<file path="src/rtl/pipe_stage_skid.sv">
// Valid/ready pipeline stage carrying a payload plus redirect flag, with optional
// two-entry skid buffer, flush, redirect-kill of younger entries and a kill counter.
module pipe_stage_skid #(
    parameter int DATA_W         = 32,
    parameter int SKID           = 1,
    parameter int CLEAR_ON_FLUSH = 1,
    parameter int CNT_W          = 8
) (
    input  logic              clk,
    input  logic              reset,
    input  logic              flush_i,
    input  logic              in_valid,
    output logic              in_ready,
    input  logic [DATA_W-1:0] in_data,
    input  logic              in_redirect,
    output logic              out_valid,
    input  logic              out_ready,
    output logic [DATA_W-1:0] out_data,
    output logic              out_redirect,
    output logic [1:0]        occupancy,
    output logic [CNT_W-1:0]  kill_cnt
);

    // Bit 0 = main entry valid, bit 1 = skid entry valid, so both are direct flops.
    typedef enum logic [1:0] {
        S_EMPTY = 2'b00,
        S_ONE   = 2'b01,
        S_TWO   = 2'b11
    } state_t;

    state_t state_q, state_d;

    logic              main_valid, skid_valid;
    logic              accept, fire, redir_kill;
    logic [DATA_W-1:0] main_data, skid_data;
    logic              main_redir, skid_redir;
    logic [1:0]        n_kill;
    logic [CNT_W+1:0]  kill_sum;

    assign accept     = in_valid && in_ready;
    assign fire       = main_valid && out_ready;
    assign redir_kill = fire && main_redir;

    always_ff @(posedge clk) begin
        if (reset) state_q <= S_EMPTY;
        else       state_q <= state_d;
    end

    always_comb begin
        state_d = state_q;
        if (flush_i || redir_kill) begin
            state_d = S_EMPTY;
        end else begin
            case (state_q)
                S_EMPTY: if (accept) state_d = S_ONE;
                S_ONE: begin
                    if (fire && !accept)      state_d = S_EMPTY;
                    else if (accept && !fire) state_d = (SKID != 0) ? S_TWO : S_ONE;
                end
                S_TWO:   if (fire) state_d = S_ONE;
                default: state_d = S_EMPTY;
            endcase
        end
    end

    always_comb begin
        main_valid = state_q[0];
        skid_valid = state_q[1];
        out_valid  = main_valid;
        occupancy  = {skid_valid, main_valid & ~skid_valid};
        // Skid mode: in_ready comes straight off the skid-valid flop, never from out_ready.
        if (SKID != 0) in_ready = !skid_valid;
        else           in_ready = !main_valid || out_ready;
    end

    always_ff @(posedge clk) begin
        if (reset) begin
            main_data  <= '0;
            main_redir <= 1'b0;
            skid_data  <= '0;
            skid_redir <= 1'b0;
        end else if (flush_i || redir_kill) begin
            if (CLEAR_ON_FLUSH != 0) begin
                main_data  <= '0;
                main_redir <= 1'b0;
                skid_data  <= '0;
                skid_redir <= 1'b0;
            end
        end else begin
            if (skid_valid && fire) begin
                main_data  <= skid_data;
                main_redir <= skid_redir;
            end else if (accept && (!main_valid || fire)) begin
                main_data  <= in_data;
                main_redir <= in_redirect;
            end
            if ((SKID != 0) && accept && main_valid && !fire) begin
                skid_data  <= in_data;
                skid_redir <= in_redirect;
            end
        end
    end

    // Flush discards everything held plus the same-cycle accept; a redirect-kill
    // spares the retiring head. Flush takes precedence so nothing is counted twice.
    always_comb begin
        n_kill = 2'd0;
        if (flush_i)
            n_kill = {1'b0, main_valid} + {1'b0, skid_valid} + {1'b0, accept};
        else if (redir_kill)
            n_kill = {1'b0, skid_valid} + {1'b0, accept};
    end

    assign kill_sum = {2'b00, kill_cnt} + {{CNT_W{1'b0}}, n_kill};

    always_ff @(posedge clk) begin
        if (reset)                             kill_cnt <= '0;
        else if (kill_sum[CNT_W+1:CNT_W] != 0) kill_cnt <= '1;
        else                                   kill_cnt <= kill_sum[CNT_W-1:0];
    end

    assign out_data     = main_data;
    assign out_redirect = main_redir;

endmodule

</file>
<file path="config.mk">
export PLATFORM = sky130hd
export DESIGN_NAME = pipe_stage_skid
export DESIGN_NICKNAME = d
export VERILOG_FILES = /design/src/rtl/pipe_stage_skid.sv
export SDC_FILE = /design/constraint.sdc
export NUM_CORES = 1
export LEC_CHECK = 0
export ABC_AREA = 1
export BUFFER_PORTS_ARGS = -buffer_cell sky130_fd_sc_hd__clkbuf_2
export CORE_UTILIZATION = 39
export DETAILED_ROUTE_END_ITERATION = 8
export GPL_TIMING_DRIVEN = 0
export HOLD_SLACK_MARGIN = 0.03
export SETUP_SLACK_MARGIN = 0.05
export SYNTH_ARGS = -nofsm -noshare
export SYNTH_HDL_FRONTEND = slang
export SYNTH_SLANG_ARGS = --single-unit
export TNS_END_PERCENT = 5
</file>
<file path="constraint.sdc">
create_clock -name clk -period 4.1 [get_ports clk]
set_input_delay 0.615 -clock clk [delete_from_list [all_inputs] [get_ports clk]]
set_output_delay 0.615 -clock clk [all_outputs]
set_load 0.01 [all_outputs]
</file>
After elaboration in Yosys (flattened, before gate mapping)

Cells that the tools add are included.

Add/subtract/negate cells: 4
Multipliers: 0
Divide/modulo/power cells: 0
Order comparisons: 0
Equal/unequal tests: 5
Shift-type cells: 0
Muxes and demuxes: 12
Bitwise logic cells: 2
Reductions and logical operators: 20

Operators with widths:

| kind                 | count |
|---|---|
| $mux W32             | 2 |
| $mux W2              | 6 |
| $add A8 B2 Y9        | 1 |
| $logic_and A1 B1 Y1  | 9 |
| $mux W8              | 1 |
| $pmux W2 S3          | 1 |
| $add A1 B1 Y2        | 2 |
| $logic_not A1 Y1     | 4 |
| $ne A2 B2 Y1 const B | 2 |
| $reduce_bool A2 Y1   | 2 |
| $ne A3 B3 Y1 const B | 1 |
| $reduce_and A3 Y1    | 1 |
| $add A2 B1 Y2        | 1 |
| $eq A2 B1 Y1 const B | 1 |
| $eq A2 B2 Y1 const B | 1 |
| $logic_not A2 Y1     | 1 |
| $logic_or A1 B1 Y1   | 2 |
| $mux W1              | 2 |
| $reduce_or A2 Y1     | 1 |
| $and A1 B1 Y1        | 1 |
| $not A1 Y1           | 1 |

Bits in registers: 76
Bits in latches: 0
Memory bits (writable): 0
Memory bits (read-only): 0
Input bits: 38
Output and inout bits: 45
Logic and storage cells: 49
Memories kept: 0

Depth between registers and ports, before layout

Word-level depth: 8
Mapped depth: 12
Depth with buffers taken out: 12

Worst setup path before layout

No wires, ideal clock.

Kind: input port to flip-flop
From: in in_valid
To: reg kill_cnt[3]
Library setup time: 109 ps
Arrival time: 1,959 ps
Required time: 3,991 ps
Setup slack: 2,032 ps
Stages: 11
Buffers on the path: 0
Cells stage by stage: nor2_1 > xnor2_1 > nor2_1 > ha_1 > fa_1 > nand3_1 > inv_1 > nand4_1 > nand3_1 > nand2_1 > inv_1

Word-level cells in the longest chain between the ends: 7
Elaborated cells on any way between the ends: 8
Classes of those cells: add/sub (3); mux (3); reduce/logical (2)

RTL lines:

| what                    | line | text |
|---|---|---|
| start: declaration      | 12   | `input logic in_valid,` |
| $logic_and A1 B1 Y1 (*) | 40   | `assign accept = in_valid && in_ready;` |
| $add A1 B1 Y2           | 111  | `n_kill = {1'b0, skid_valid} + {1'b0, accept};` |
| $mux W2                 | 110  | `else if (redir_kill)` |
| $mux W2 (*)             | 108  | `if (flush_i)` |
| $add A8 B2 Y9 (*)       | 114  | `assign kill_sum = {2'b00, kill_cnt} + {{CNT_W{1'b0}}, n_kill};` |
| $reduce_bool A2 Y1      | 118  | `else if (kill_sum[CNT_W+1:CNT_W] != 0) kill_cnt <= '1;` |
| $mux W8 (*)             | 118  |  |
| end signal: assignment  | 119  | `else kill_cnt <= kill_sum[CNT_W-1:0];` |
| end: declaration        | 21   | `output logic [CNT_W-1:0] kill_cnt` |

Every way passes the cells marked *; elsewhere a longest branch is shown, timed or not.
A chain may end at the register's enable or synchronous reset.

Worst setup path in the final report

From: reg state_q[0]
To: reg kill_cnt[3]

Word-level cells in the longest chain between the ends: 7
Elaborated cells on any way between the ends: 9
Classes of those cells: add/sub (3); mux (3); reduce/logical (3)

RTL lines:

| what                                                  | line | text |
|---|---|---|
| start: declaration                                    | 31   | `state_t state_q, state_d;` |
| start signal: assignment                              | 46   | `else state_q <= state_d;` |
| branches (longest 3 deep; another with $add A1 B1 Y2) | n/a  |  |
| $mux W2 (*)                                           | 108  |  |
| $add A8 B2 Y9 (*)                                     | 114  |  |
| $reduce_bool A2 Y1                                    | 118  |  |
| $mux W8 (*)                                           | 118  |  |

Every way passes the cells marked *.

==> impl_metrics.sql <==
INSERT INTO impl_metrics (metric_group, metric, value, unit) VALUES
('yosys', 'synthesis.area', '3390', 'sq um'),
('clocking', 'cts_hold_buf', '0', ''),
('global_route', 'grt_start_max_net_pins', '14', ''),
('global_route', 'grt.overflow.total', '0', ''),
('timing', 'report.final.hold_viol_count', '0', ''),
('final_layout', 'final_cell_mix', '117 x nand2_1, 83 x clkbuf_2, 76 x dfxtp_1, 71 x a21oi_1, 61 x o21ai_0', ''),
('floorplanning', 'dieHeight', '95.2', 'um'),
('floorplanning', 'ios', '83', ''),
('place', 'dp_cells', '658', ''),
('hold_path', 'min-delay-path-class', 'reg -> reg', ''),
('worst_setup_path', 'crit_arrival', '2.49', 'ns'),
('timing', 'setup_repair_after_global_routing_missed_its_margin', 'false', ''),
('yosys', 'synth.yosys.seq_area_share', '44.9', '%'),
('timing', 'worst_slew_pin_slew', '0.428', 'ns'),
('worst_setup_path', 'cp-start-kind', 'flip-flop', ''),
('power_and_ir_drop', 'cell_internal_pwr', '1.25', 'mW'),
('yosys', 'syn_inst', '471', ''),
('clocking', 'clkLatencyLatePin', '0.35', 'ns'),
('place', 'io_buffer_count', '82', ''),
('timing', 'max_slew_violation_total_from_the_final_report', '0', ''),
('final_layout', 'layout_commonest_cell', 'nand2_1', ''),
('power_and_ir_drop', 'net-switching-power', '415', 'uW'),
('run_status', 'status', 'finished clean', ''),
('yosys', 'synthesis.area_per_instance', '7.19', 'sq um'),
('drt', 'top_signal_layer_used', 'met4', ''),
('yosys', 'post_syn_nets', '517', ''),
('final_layout', 'final_layout_size_suffix_gt1_share', '22.3', '%'),
('power_and_ir_drop', 'power.share.sequential', '46.3', '%'),
('clocking', 'clk_path_buf_depth', '2', ''),
('timing', 'totalNegativeSetupSlack', '0', 'ns'),
('clocking', 'numCtsBuffers', '9', ''),
('clocking', 'post_cts.resized_instances', '0', ''),
('timing', 'fmaxAchievable', '0.459', 'GHz'),
('drt', 'avgViaCountPerCell', '4.84', ''),
('power_and_ir_drop', 'clockPowerShare', '42.4', '%'),
('drt', 'remaining_drc_errors', '0', ''),
('drt', 'dr_wl_met2', '3.79', 'mm'),
('drt', 'drtIter0Drc', '119', ''),
('clocking', 'cts.htree.levels', '3', ''),
('worst_setup_path', 'critical_path_required', '4.41', 'ns'),
('floorplanning', 'dieArea', '9060', 'sq um'),
('timing', 'shortest_clock_period_the_worst_path_allows_after_layout', '2.18', 'ns'),
('power_and_ir_drop', 'power_per_cell_area', '399', 'nW/um^2'),
('clocking', 'cts_tree', 'done', ''),
('final_layout', 'num-nets-final', '610', ''),
('final_layout', 'diode_count', '0', ''),
('floorplanning', 'start_util', '40.8', '%'),
('power_and_ir_drop', 'combinationalPowerShare', '11.2', '%'),
('floorplanning', 'core_region_area', '8300', 'sq um'),
('place', 'dpl.hpwl', '5.91', 'mm'),
('power_and_ir_drop', 'power.share.switching', '24.9', '%'),
('yosys', 'synth_cell_type_count', '26', ''),
('drt', 'routed_len_inst', '12.3', 'um'),
('global_route', 'global_route_wire_length_before_repair', '13.2', 'mm'),
('drt', 'wl', '8.26', 'mm'),
('global_route', 'grt_pass1_vias', '2887', ''),
('place', 'gp_congestion', '0.761', ''),
('timing', 'fin_crit_share', '53.2', '%'),
('global_route', 'antenna_found_initial', '0', ''),
('yosys', 'synth.top_cell.area_share', '44.9', '%'),
('global_route', 'track_usage', '18.9', '%'),
('worst_setup_path', 'timing.rr.start', 'state_q[0]', ''),
('timing', 'finalSetupViolations', '0', ''),
('floorplanning', 'row_count', '33', ''),
('clocking', 'postCtsSetupBuffers', '0', ''),
('worst_setup_path', 'timing.critical_path.from', 'state_q[0]', ''),
('final_layout', 'instances_no_fill', '674', ''),
('power_and_ir_drop', 'power.leakage', '2.09', 'nW'),
('power_and_ir_drop', 'power.ir.vdd_worst', '175', 'uV'),
('yosys', 'total_of_warnings_raised_by_yosys', '0', ''),
('job', 'maxCapViolations', '0', '');
==> state kept, by name, summed over array words and instances, names as in the netlist <==
signal / flops
out_data: 32
skid_redir: 1
skid_data: 32
state_q: 2
out_redirect: 1
kill_cnt: 8
==> metal layers <==
layer,track usage [%],up-vias
met5,0,-
met4,7.70,0
met3,3.91,13
met2,30.3,79
met1,24.7,1492
li1,-,1681
==> worst paths after layout <==
path             endpoint  slack, ns  depth (start not counted)
min reg2reg  out_data[16]       0.47                          2
max           kill_cnt[3]       1.92                         12
min          out_data[16]       0.47                          2
max reg2reg   kill_cnt[3]       1.92                         12
==> layout make-up <==
class / instances / area [sq um]
buffer: 25 / 145
clock buffer: 10 / 138
clock inverter: 6 / 111
fill: 888 / 4120
inverter: 63 / 236
multi-input combinational: 307 / 1480
sequential: 76 / 1520
tap: 105 / 131
timing repair buffer: 82 / 410
==> kinds of logic after synthesis <==
kind of cell	count (synthesis)	synth area share [%]
flops	76	44.9
simple gates	156	19.0
compound gates	140	20.9
buf+inv	88	11.3
xor+xnor	3	0.776
fa+ha+maj	8	3.18
==> Yosys cell counts, drive strengths merged <==
cell type and count:
ha 7, o21a 1, a21oi 71, xor2 1, o21ai 68, nand3 9
nand2 120, nand4 1, clkbuf 8, inv 63, xnor2 2, dfxtp 76
nor2 26, buf 17, fa 1
==> power by group through the flow <==
stage                     Combinational [mW]  Clock (mW)  Sequential [mW]
after detailed placement               0.189           0            0.790
after global routing                   0.213       0.753            0.775
final                                  0.187       0.707            0.772
after CTS                              0.190       0.721            0.773
after floorplan                        0.112           0            0.796
after global placement                 0.186           0            0.789
==> per-stage QoR <==
stage / area (sq um) / util [%] / power [mW] / worst slack (ns) / hold slack (ns)
6_report: 4180 / 50.3 / 1.67 / 1.92 / 0.465
5_1_grt: 4180 / 50.3 / 1.74 / 1.65 / 0.480
4_1_cts: 4180 / 50.3 / 1.68 / 1.87 / 0.468
3_5_place_dp: 3930 / 47.3 / 0.979 / 1.70 / 0.455
3_3_place_gp: 3930 / 47.3 / 0.975 / 1.71 / 0.452
2_1_floorplan: 3390 / - / 0.908 / 2.03 / 0.488
==> worst max-delay path: stages, from the launching register on <==
cell and delay [ns]:
dfxtp_1 0.51, nand2_4 0.14, o21ai_2 0.20, inv_1 0.06, nor2_1 0.11, ha_1 0.20, fa_1 0.22, nand3_1 0.11
inv_1 0.11, nand4_1 0.24, nand3_1 0.15, nand2_1 0.05, inv_1 0.04
(Power assumes the default switching activity.)
